`config.mk`:
```
export PLATFORM = sky130hd
export DESIGN_NAME = pcie_iop2_msg_regport
export DESIGN_NICKNAME = d
export VERILOG_FILES = /design/src/rtl/pcie_iop2_pkg.sv /design/src/rtl/pcie_iop2_rd_timer.sv /design/src/rtl/pcie_iop2_msg_regport.sv
export SDC_FILE = /design/constraint.sdc
export NUM_CORES = 1
export LEC_CHECK = 0
export ABC_AREA = 0
export CAP_MARGIN = 20
export CORE_MARGIN = 5
export CORE_UTILIZATION = 44
export DETAILED_ROUTE_END_ITERATION = 8
export PLACE_DENSITY = 0.86
export SLEW_MARGIN = 0
export SYNTH_ARGS = -nofsm -noshare
export SYNTH_HDL_FRONTEND = slang
export SYNTH_SLANG_ARGS = --single-unit
```
`constraint.sdc`:
```
create_clock -name clk -period 3.9 [get_ports clk]
set_input_delay 0.585 -clock clk [delete_from_list [all_inputs] [get_ports clk]]
set_output_delay 0.585 -clock clk [all_outputs]
set_load 0.02 [all_outputs]
```
`src/rtl/pcie_iop2_pkg.sv`:
```
// Shared IOP2 message field positions and pack/unpack helpers.
// The message arbiter and every IOP2 endpoint use this package.
package pcie_iop2_pkg;

    localparam int IOP2_MSG_W    = 64;
    localparam int IOP2_ADDR_W   = 20;
    localparam int IOP2_DATA_W   = 32;

    localparam int IOP2_RD_RESP  = 63;
    localparam int IOP2_WR_REQ   = 62;
    localparam int IOP2_RD_REQ   = 61;
    localparam int IOP2_HALF     = 60;
    localparam int IOP2_RSVD_MSB = 59;
    localparam int IOP2_RSVD_LSB = 52;
    localparam int IOP2_ADDR_MSB = 51;
    localparam int IOP2_ADDR_LSB = 32;
    localparam int IOP2_DATA_MSB = 31;
    localparam int IOP2_DATA_LSB = 0;

    typedef struct packed {
        logic                   rdResp;
        logic                   wrReq;
        logic                   rdReq;
        logic                   half;
        logic [7:0]             rsvd;
        logic [IOP2_ADDR_W-1:0] addr;
        logic [IOP2_DATA_W-1:0] data;
    } iop2_msg_t;

    function automatic iop2_msg_t iop2_unpack(input logic [IOP2_MSG_W-1:0] raw);
        iop2_msg_t m;
        m.rdResp = raw[IOP2_RD_RESP];
        m.wrReq  = raw[IOP2_WR_REQ];
        m.rdReq  = raw[IOP2_RD_REQ];
        m.half   = raw[IOP2_HALF];
        m.rsvd   = raw[IOP2_RSVD_MSB:IOP2_RSVD_LSB];
        m.addr   = raw[IOP2_ADDR_MSB:IOP2_ADDR_LSB];
        m.data   = raw[IOP2_DATA_MSB:IOP2_DATA_LSB];
        return m;
    endfunction

    function automatic logic [IOP2_MSG_W-1:0] iop2_pack(input iop2_msg_t m);
        logic [IOP2_MSG_W-1:0] raw;
        raw                               = '0;
        raw[IOP2_RD_RESP]                 = m.rdResp;
        raw[IOP2_WR_REQ]                  = m.wrReq;
        raw[IOP2_RD_REQ]                  = m.rdReq;
        raw[IOP2_HALF]                    = m.half;
        raw[IOP2_RSVD_MSB:IOP2_RSVD_LSB]  = m.rsvd;
        raw[IOP2_ADDR_MSB:IOP2_ADDR_LSB]  = m.addr;
        raw[IOP2_DATA_MSB:IOP2_DATA_LSB]  = m.data;
        return raw;
    endfunction

endpackage

```
`src/rtl/pcie_iop2_rd_timer.sv`:
```
// Read-ack watchdog: loads TIMEOUT, counts down while enabled, flags expiry at zero.
// Only instantiated when IOP2_REGPORT_TIMEOUT_EN is defined.
module pcie_iop2_rd_timer #(
    parameter int TIMEOUT = 1023
) (
    input  logic clk_i,
    input  logic rst_i,
    input  logic load_i,
    input  logic en_i,
    output logic expired_o
);

    localparam int CW = $clog2(TIMEOUT + 1);
    localparam logic [CW-1:0] LOAD_VAL = CW'(TIMEOUT);

    logic [CW-1:0] count_q;

    // Counter saturates at zero so expiry stays asserted until the next load.
    always_ff @(posedge clk_i or posedge rst_i) begin
        if (rst_i) begin
            count_q <= '0;
        end else if (load_i) begin
            count_q <= LOAD_VAL;
        end else if (en_i && (count_q != '0)) begin
            count_q <= count_q - 1'b1;
        end
    end

    assign expired_o = (count_q == '0);

endmodule

```
`src/rtl/pcie_iop2_msg_regport.sv`:
```
// IOP2 message endpoint bridging arbiter register messages to a strobe-based register port.
// Optional read timeout enabled by defining IOP2_REGPORT_TIMEOUT_EN.
module pcie_iop2_msg_regport
    import pcie_iop2_pkg::*;
#(
    parameter int          ADDR_W       = 8,
    parameter int          TIMEOUT      = 1023,
    parameter logic [31:0] TIMEOUT_DATA = 32'hBADC0FFE
) (
    input  logic                  clk,
    input  logic                  reset,
    input  logic [IOP2_MSG_W-1:0] regi_tdata,
    input  logic                  regi_tvalid,
    output logic                  regi_tready,
    output logic [IOP2_MSG_W-1:0] rego_tdata,
    output logic                  rego_tvalid,
    input  logic                  rego_tready,
    output logic                  reg_wr_stb,
    output logic                  reg_rd_stb,
    output logic [ADDR_W-1:0]     reg_addr,
    output logic [31:0]           reg_wr_data,
    output logic                  reg_half,
    input  logic                  reg_rd_ack,
    input  logic [31:0]           reg_rd_data
);

    typedef enum logic [1:0] {
        IDLE,
        WRITE,
        READ,
        RESP
    } state_e;

    state_e                 state_q, state_d;
    logic [IOP2_ADDR_W-1:0] addr_q;
    logic [31:0]            wrData_q;
    logic [31:0]            rdData_q;
    logic                   half_q;
    logic                   rdFirst_q;

    iop2_msg_t reqMsg;
    iop2_msg_t respMsg;
    logic      accept;
    logic      readStart;
    logic      rdTimeout;
    logic      unusedBits;

    assign reqMsg    = iop2_unpack(regi_tdata);
    assign accept    = (state_q == IDLE) && regi_tvalid;
    assign readStart = accept && !reqMsg.wrReq && reqMsg.rdReq;

    // Write wins over read when both request bits are set; anything else is dropped.
    always_comb begin
        state_d = state_q;
        case (state_q)
            IDLE: begin
                if (regi_tvalid) begin
                    if (reqMsg.wrReq) begin
                        state_d = WRITE;
                    end else if (reqMsg.rdReq) begin
                        state_d = READ;
                    end
                end
            end
            WRITE: state_d = IDLE;
            READ: begin
                if (reg_rd_ack || rdTimeout) begin
                    state_d = RESP;
                end
            end
            RESP: begin
                if (rego_tready) begin
                    state_d = IDLE;
                end
            end
            default: state_d = IDLE;
        endcase
    end

    always_ff @(posedge clk or posedge reset) begin
        if (reset) begin
            state_q <= IDLE;
        end else begin
            state_q <= state_d;
        end
    end

    always_ff @(posedge clk or posedge reset) begin
        if (reset) begin
            addr_q    <= '0;
            wrData_q  <= '0;
            rdData_q  <= '0;
            half_q    <= 1'b0;
            rdFirst_q <= 1'b0;
        end else begin
            rdFirst_q <= readStart;
            if (accept) begin
                addr_q   <= reqMsg.addr;
                wrData_q <= reqMsg.data;
                half_q   <= reqMsg.half;
            end
            if (state_q == READ) begin
                if (reg_rd_ack) begin
                    rdData_q <= reg_rd_data;
                end else if (rdTimeout) begin
                    rdData_q <= TIMEOUT_DATA;
                end
            end
        end
    end

`ifdef IOP2_REGPORT_TIMEOUT_EN
    logic timerExpired;

    pcie_iop2_rd_timer #(
        .TIMEOUT (TIMEOUT)
    ) uRdTimer (
        .clk_i     (clk),
        .rst_i     (reset),
        .load_i    (readStart),
        .en_i      (state_q == READ),
        .expired_o (timerExpired)
    );

    assign rdTimeout = (state_q == READ) && timerExpired;
`else
    assign rdTimeout = 1'b0;
`endif

    always_comb begin
        respMsg        = '0;
        respMsg.rdResp = 1'b1;
        respMsg.half   = half_q;
        respMsg.addr   = addr_q;
        respMsg.data   = half_q ? {16'h0000, rdData_q[15:0]} : rdData_q;
    end

    assign regi_tready = (state_q == IDLE);
    assign rego_tvalid = (state_q == RESP);
    assign rego_tdata  = (state_q == RESP) ? iop2_pack(respMsg) : '0;
    assign reg_wr_stb  = (state_q == WRITE);
    assign reg_rd_stb  = (state_q == READ) && rdFirst_q;
    assign reg_addr    = addr_q[ADDR_W-1:0];
    assign reg_wr_data = half_q ? {16'h0000, wrData_q[15:0]} : wrData_q;
    assign reg_half    = half_q;

    assign unusedBits = ^{reqMsg.rdResp, reqMsg.rsvd, 32'(TIMEOUT)};

endmodule
```
==> results.py, run 1 <==
metrics = {
    "outcome": {
        "status": "completed",
    },
    "synthesis": {
        "synth_cell_type_count": 27,
        "synth_compound_area_share_pct": 0.484,
        "synth_top_area_cell": "dfrtp_1",
        "synth_xor_area_share_pct": 0,
        "yosysSeqAreaShare_pct": 50.2,
        "yosys.area_share.simple_pct": 12.5,
        "yosys_warnings": 0,
        "synthMuxAreaShare_pct": 26.1,
        "synth_top_family_by_area": "multiplexers",
        "yosys.area_share.adder_pct": 0,
        "syn-cell-area_sq_mm": 0.00439,
        "synthCells": 316,
        "synth_area_per_cell_sq_um": 13.9,
        "ys_seq_elements": 88,
        "synth_area_leaders": "dfrtp_1, mux2_4, mux2_2",
        "synth_top_area_share_pct": 50.2,
    },
    "floorplan": {
        "die_y_microns": 110,
        "rows": 36,
        "die_area_sq_mm": 0.0121,
        "die_w_microns": 110,
        "start_util_pct": 44.9,
        "core_sq_mm": 0.00977,
        "ios": 210,
    },
    "clock_tree": {
        "numCtsBuffers": 9,
        "clk_pin_slew_ns": 0.07,
        "cts_tree": "done",
        "cts-root-buf": "clkbuf_8",
        "htreeDepth": 3,
        "clock_sinks": 88,
        "worstSkewPairLatency_ns": 0.35,
        "cts-resized-gates": 0,
        "cts_setup_buffers": 0,
        "clockBufferDepth": 2,
        "hold_buffers": 0,
    },
    "global_route": {
        "grtUsageTotal_pct": 17.2,
        "grt_overflow": 0,
        "antenna_found_initial": 0,
        "grt_pass1_vias": 3065,
        "grt_pass1_wl_microns": 15800,
        "grt_max_degree": 50,
    },
    "timing": {
        "relSlewSlack_pct": 53.0,
        "hold_viol": 0,
        "finalCriticalPeriod_ns": 2.92,
        "finalSetupViolCount": 0,
        "tightest_slew_ns": 0.704,
        "fmax_mhz": 342,
        "fin_skew_ns": 0.00434,
        "fin_tns_setup_ns": 0,
        "rsz0062_at_grt": "no",
        "finalMaxSlewViolations": 0,
        "period_share_pct": 74.9,
    },
    "min_path": {
        "hp-class": "flop to flop",
    },
    "run": {
        "max_cap_viol_count": 0,
    },
    "placement": {
        "gp_congestion": 0.700,
        "dp.cells": 597,
        "dp_hpwl_microns": 7840,
        "portBuffers": 190,
    },
    "detailed_routing": {
        "num_vias": 2871,
        "drc_errors": 0,
        "dr.first_iter.drc_count": 111,
        "viasPerCell": 4.70,
        "postRouteAntennaNets": 0,
        "avgRoutedWirePerCell_microns": 17.3,
        "dr.pass1.iters": 4,
        "wl_microns": 10600,
    },
    "power": {
        "p_int_w": 0.00322,
        "power.total_w": 0.00500,
        "pwr-share-clk_pct": 11.6,
        "power_density_mw_per_mm2": 799,
        "vdd_ir_drop_max_mv": 0.399,
        "pwr-share-comb_pct": 54.6,
        "p_switching_w": 0.00178,
        "p_sw_share_pct": 35.5,
        "seqPwrFrac_pct": 33.8,
        "p_leak_nw": 2.77,
    },
    "final_layout": {
        "stdcell_count": 611,
        "finalNetCount": 576,
        "drive_above_1_share_pct": 24.7,
        "syn2layout_area_growth_pct": 42.5,
        "diodes": 0,
        "fill_cells": 767,
        "post-route-util_pct": 64.0,
    },
    "critical_path": {
        "cp_data_required_time_ns": 3.31,
        "critPathLaunchType": "flop",
        "r2r_setup_slack_ns": 1.90,
        "critPathArrivalTime_ns": 2.34,
        "crit_fanout": 30,
        "criticalPathCategory": "flop to primary output",
        "critPathCaptureType": "primary output",
    },
}
worst max-delay path, stage by stage, from the launching register on:
cell             delay, ns
dfrtp_1               0.78
buf_4                 0.39
and3_1                0.21
clkdlybuf4s50_1       0.61
metal layers:
metal / wire length, microns / GRT usage, %
met1: 4160 / 20.0
met2: 5410 / 30.3
met3: 889 / 5.75
met4: 92 / 4.10
met5: 0 / 0
path summary, 6_finish.rpt:
| check | cells after the start | startpoint | end |
|---|---|---|---|
| setup / recovery | 3 | state_q[1] | rego_tdata[36] |
| hold / removal | 1 | rdData_q[28] | rdData_q[28] |
| setup reg to reg | 4 | state_q[0] | addr_q[17] |
| hold reg to reg | 1 | rdData_q[28] | rdData_q[28] |
| max in group asynchronous | 3 | reset | wrData_q[5] |
| min in group asynchronous | 2 | reset | rdData_q[21] |
stage by stage:
| step | hold slack, ns | area (sq um) | setup WS (ns) |
|---|---|---|---|
| global route | 0.509 | 6260 | 0.840 |
| floorplan | 0.470 | 4420 | 1.04 |
| finish | 0.500 | 6260 | 0.979 |
| detailed placement | 0.486 | 6090 | 1.31 |
| CTS | 0.504 | 6260 | 0.932 |
| global placement | 0.478 | 6090 | 1.36 |
area by class of cell:
type / instances / area, sq um / share of cell area, %
clock buffer: 13 / 139 / 2.22
clock inverter: 1 / 30.0 / 0.480
inverter: 2 / 8.76 / 0.140
multi-input combinational: 179 / 1760 / 28.1
sequential: 88 / 2200 / 35.2
tap: 133 / 166 / 2.66
timing repair buffer: 195 / 1950 / 31.2
logic make-up after synthesis:
kind of cell	after synthesis
flops	88
compound gates	3
simple gates	81
mux	85
other cells	1
buf+inv	58
placed cells by master (no fill, tap or decap), types with 4 or more instances in the layout:
master / count
dfrtp_1: 88
clkdlybuf4s50_1: 190
and2_2: 14
buf_4: 4
nor2b_1: 16
and3_1: 37
clkbuf_8: 9
mux2_2: 35
mux2_4: 50
conb_1: 10
clkbuf_1: 4
cell usage after synthesis (all sizes together):
| library cell | count |
|---|---|
| dfrtp | 88 |
| mux2 | 85 |
| buf | 46 |
| and3 | 37 |
| and2 | 17 |
| nor2b | 16 |
| clkbuf | 10 |
| inv | 2 |
| nand3b | 2 |
| nor2 | 2 |
| or2b | 2 |
| a21oi | 1 |
| a22oi | 1 |
| and2b | 1 |
| and3b | 1 |
| conb | 1 |
| nand2 | 1 |
| nor3b | 1 |
| nor4 | 1 |
| o311ai | 1 |
power by group through the flow:
| stage | combinational [W] | sequential, W | clock, W |
|---|---|---|---|
| 2_1_floorplan | 0.00199 | 0.00157 | 0 |
| 3_3_place_gp | 0.00270 | 0.00167 | 0 |
| 3_5_place_dp | 0.00276 | 0.00170 | 0 |
| 4_1_cts | 0.00277 | 0.00170 | 0.000604 |
| 5_1_grt | 0.00288 | 0.00176 | 0.000649 |
| 6_report | 0.00273 | 0.00169 | 0.000579 |
flip-flops by register name, summed over array words and instances (netlist names):
| name | cells |
|---|---|
| addr_q | 20 |
| reg_half | 1 |
| rdFirst_q | 1 |
| rdData_q | 32 |
| state_q | 2 |
| wrData_q | 32 |
(Power assumes the default switching activity.)
==> run 2: changes to the inputs <==
--- a/config.mk
+++ b/config.mk
@@ -8,9 +8,9 @@
 export ABC_AREA = 0
 export CAP_MARGIN = 20
 export CORE_MARGIN = 5
-export CORE_UTILIZATION = 44
+export CORE_UTILIZATION = 41
 export DETAILED_ROUTE_END_ITERATION = 8
-export PLACE_DENSITY = 0.86
+export PLACE_DENSITY = 0.81
 export SLEW_MARGIN = 0
 export SYNTH_ARGS = -nofsm -noshare
 export SYNTH_HDL_FRONTEND = slang
==> constraint.sdc (replaced) <==
create_clock -name clk -period 3 [get_ports clk]
set_input_delay 0.45 -clock clk [delete_from_list [all_inputs] [get_ports clk]]
set_output_delay 0.45 -clock clk [all_outputs]
set_load 0.02 [all_outputs]
==> run 2 against run 1 <==
Net effect:
- flip-flop and latch count is the same
- global-route usage shrank 0.55 points
- total power grew 33%
- register-to-register slack lost 0.88 ns
- clock skew grew 0.0066 ns
- clock power grew 50%
- highest routed layer unchanged
==> results.py, run 2 (synthesis results as in run 1) <==
metrics = {
    "critical_path": {
        "cp_data_required_time_ns": 2.55,
        "critPathArrivalTime_ns": 2.13,
        "critPathLaunchType": "flop",
        "criticalPathCategory": "flop to primary output",
        "crit_fanout": 16,
        "critPathCaptureType": "primary output",
    },
    "global_route": {
        "grt_pass1_wl_microns": 17000,
        "grt_max_degree": 54,
        "grt_overflow": 0,
        "antenna_found_initial": 0,
        "grt_pass1_vias": 3230,
        "grtUsageTotal_pct": 16.6,
    },
    "timing": {
        "relSlewSlack_pct": 47.7,
        "finalCriticalPeriod_ns": 2.58,
        "tightest_slew_ns": 0.784,
        "setup_ws_ns": 0.417,
        "fmax_mhz": 387,
        "rsz0062_at_grt": "no",
        "finalSetupViolCount": 0,
        "fin_tns_setup_ns": 0,
        "hold_viol": 0,
        "fin_skew_ns": 0.0110,
        "period_share_pct": 86.1,
        "finalMaxSlewViolations": 0,
    },
    "power": {
        "power.total_w": 0.00662,
        "p_switching_w": 0.00233,
        "p_int_w": 0.00429,
        "vdd_ir_drop_max_mv": 0.521,
        "p_sw_share_pct": 35.2,
        "seqPwrFrac_pct": 32.4,
        "pwr-share-comb_pct": 54.5,
        "power_density_mw_per_mm2": 1050,
        "p_leak_nw": 2.79,
        "pwr-share-clk_pct": 13.1,
    },
    "final_layout": {
        "layout_common_cells": "clkdlybuf4s50_1, dfrtp_1, mux2_4, and3_1, mux2_2",
        "drive_above_1_share_pct": 25.4,
        "finalNetCount": 577,
        "post-route-util_pct": 60.9,
        "fill_cells": 813,
        "syn2layout_area_growth_pct": 43.8,
        "diodes": 0,
        "reg.largest.list": "rdData_q: 32 flops, wrData_q: 32 flops, addr_q: 20 flops",
        "final_common_cell": "clkdlybuf4s50_1",
        "final_area_sq_mm": 0.00631,
    },
    "detailed_routing": {
        "dr.first_iter.drc_count": 79,
        "postRouteAntennaNets": 0,
        "viasPerCell": 4.71,
        "num_vias": 2899,
        "dr.pass1.iters": 4,
        "wl_microns": 10700,
        "drc_errors": 0,
        "avgRoutedWirePerCell_microns": 17.3,
    },
    "clock_tree": {
        "cts-root-buf": "clkbuf_8",
        "hold_buffers": 0,
        "clockBufferDepth": 2,
        "htreeDepth": 3,
        "cts-resized-gates": 0,
        "worstSkewPairLatency_ns": 0.35,
        "cts_setup_buffers": 0,
        "clk_pin_slew_ns": 0.08,
        "numCtsBuffers": 9,
        "clock_sinks": 88,
        "cts_tree": "done",
    },
    "floorplan": {
        "die_y_microns": 113,
        "ios": 210,
        "rows": 37,
        "core_sq_mm": 0.0104,
        "die_area_sq_mm": 0.0129,
        "die_w_microns": 113,
        "start_util_pct": 42.3,
    },
    "outcome": {
        "status": "completed",
    },
    "placement": {
        "portBuffers": 190,
        "dp_hpwl_microns": 7840,
        "gp_congestion": 0.732,
        "placed_cell_area_sq_mm": 0.00611,
        "detailedPlace.worstSlack_ns": 0.743,
    },
    "min_path": {
        "hp-class": "flop to flop",
    },
    "run": {
        "max_cap_viol_count": 0,
    },
}
## run 2: metal layers
| metal | GRT usage [%] | share of wire (%) | vias to the layer above |
|---|---|---|---|
| li1 | - | - | 1341 |
| met5 | 0 | 0 | - |
| met3 | 5.89 | 8.4 | 4 |
| met4 | 4.33 | 0.43 | 0 |
| met1 | 20.0 | 41 | 1442 |
| met2 | 28.3 | 50 | 112 |
## run 2: worst paths after layout
kind | startpoint | to | slack (ns) | cells after the start
setup / recovery | state_q[1] | rego_tdata[16] | 0.42 | 3
hold / removal | rdData_q[16] | rdData_q[16] | 0.50 | 1
setup reg to reg | state_q[1] | addr_q[17] | 1.02 | 4
hold reg to reg | rdData_q[16] | rdData_q[16] | 0.50 | 1
max in group asynchronous | reset | wrData_q[1] | 1.75 | 3
min in group asynchronous | reset | rdData_q[21] | 0.55 | 2
## run 2: cell type report
type	count	area [sq um]	share of cell area (%)
Sequential cell	88	2200	34.9
Clock buffer	11	131	2.08
Inverter	2	8.76	0.139
Tap cell	136	170	2.70
Multi-Input combinational cell	179	1760	27.8
Clock inverter	4	70.1	1.11
Timing Repair Buffer	196	1970	31.2
## run 2: metrics by stage
stage / std cells / hold WS (ns)
finish: 616 / 0.500
global route: 616 / 0.522
floorplan: 325 / 0.470
global placement: 601 / 0.479
CTS: 616 / 0.504
detailed placement: 601 / 0.485
## run 2: power by group through the flow
stage | combinational [W] | sequential [W] | clock, W
2_1_floorplan | 0.00259 | 0.00204 | 0
4_1_cts | 0.00366 | 0.00216 | 0.000891
6_report | 0.00361 | 0.00215 | 0.000868
3_3_place_gp | 0.00359 | 0.00214 | 0
5_1_grt | 0.00382 | 0.00223 | 0.000944
3_5_place_dp | 0.00365 | 0.00217 | 0
## run 2: worst max-delay path, stage by stage (launching register included)
cell and delay (ns):
dfrtp_1 0.63, and3b_4 0.37, and2_2 0.16, clkdlybuf4s50_1 0.62
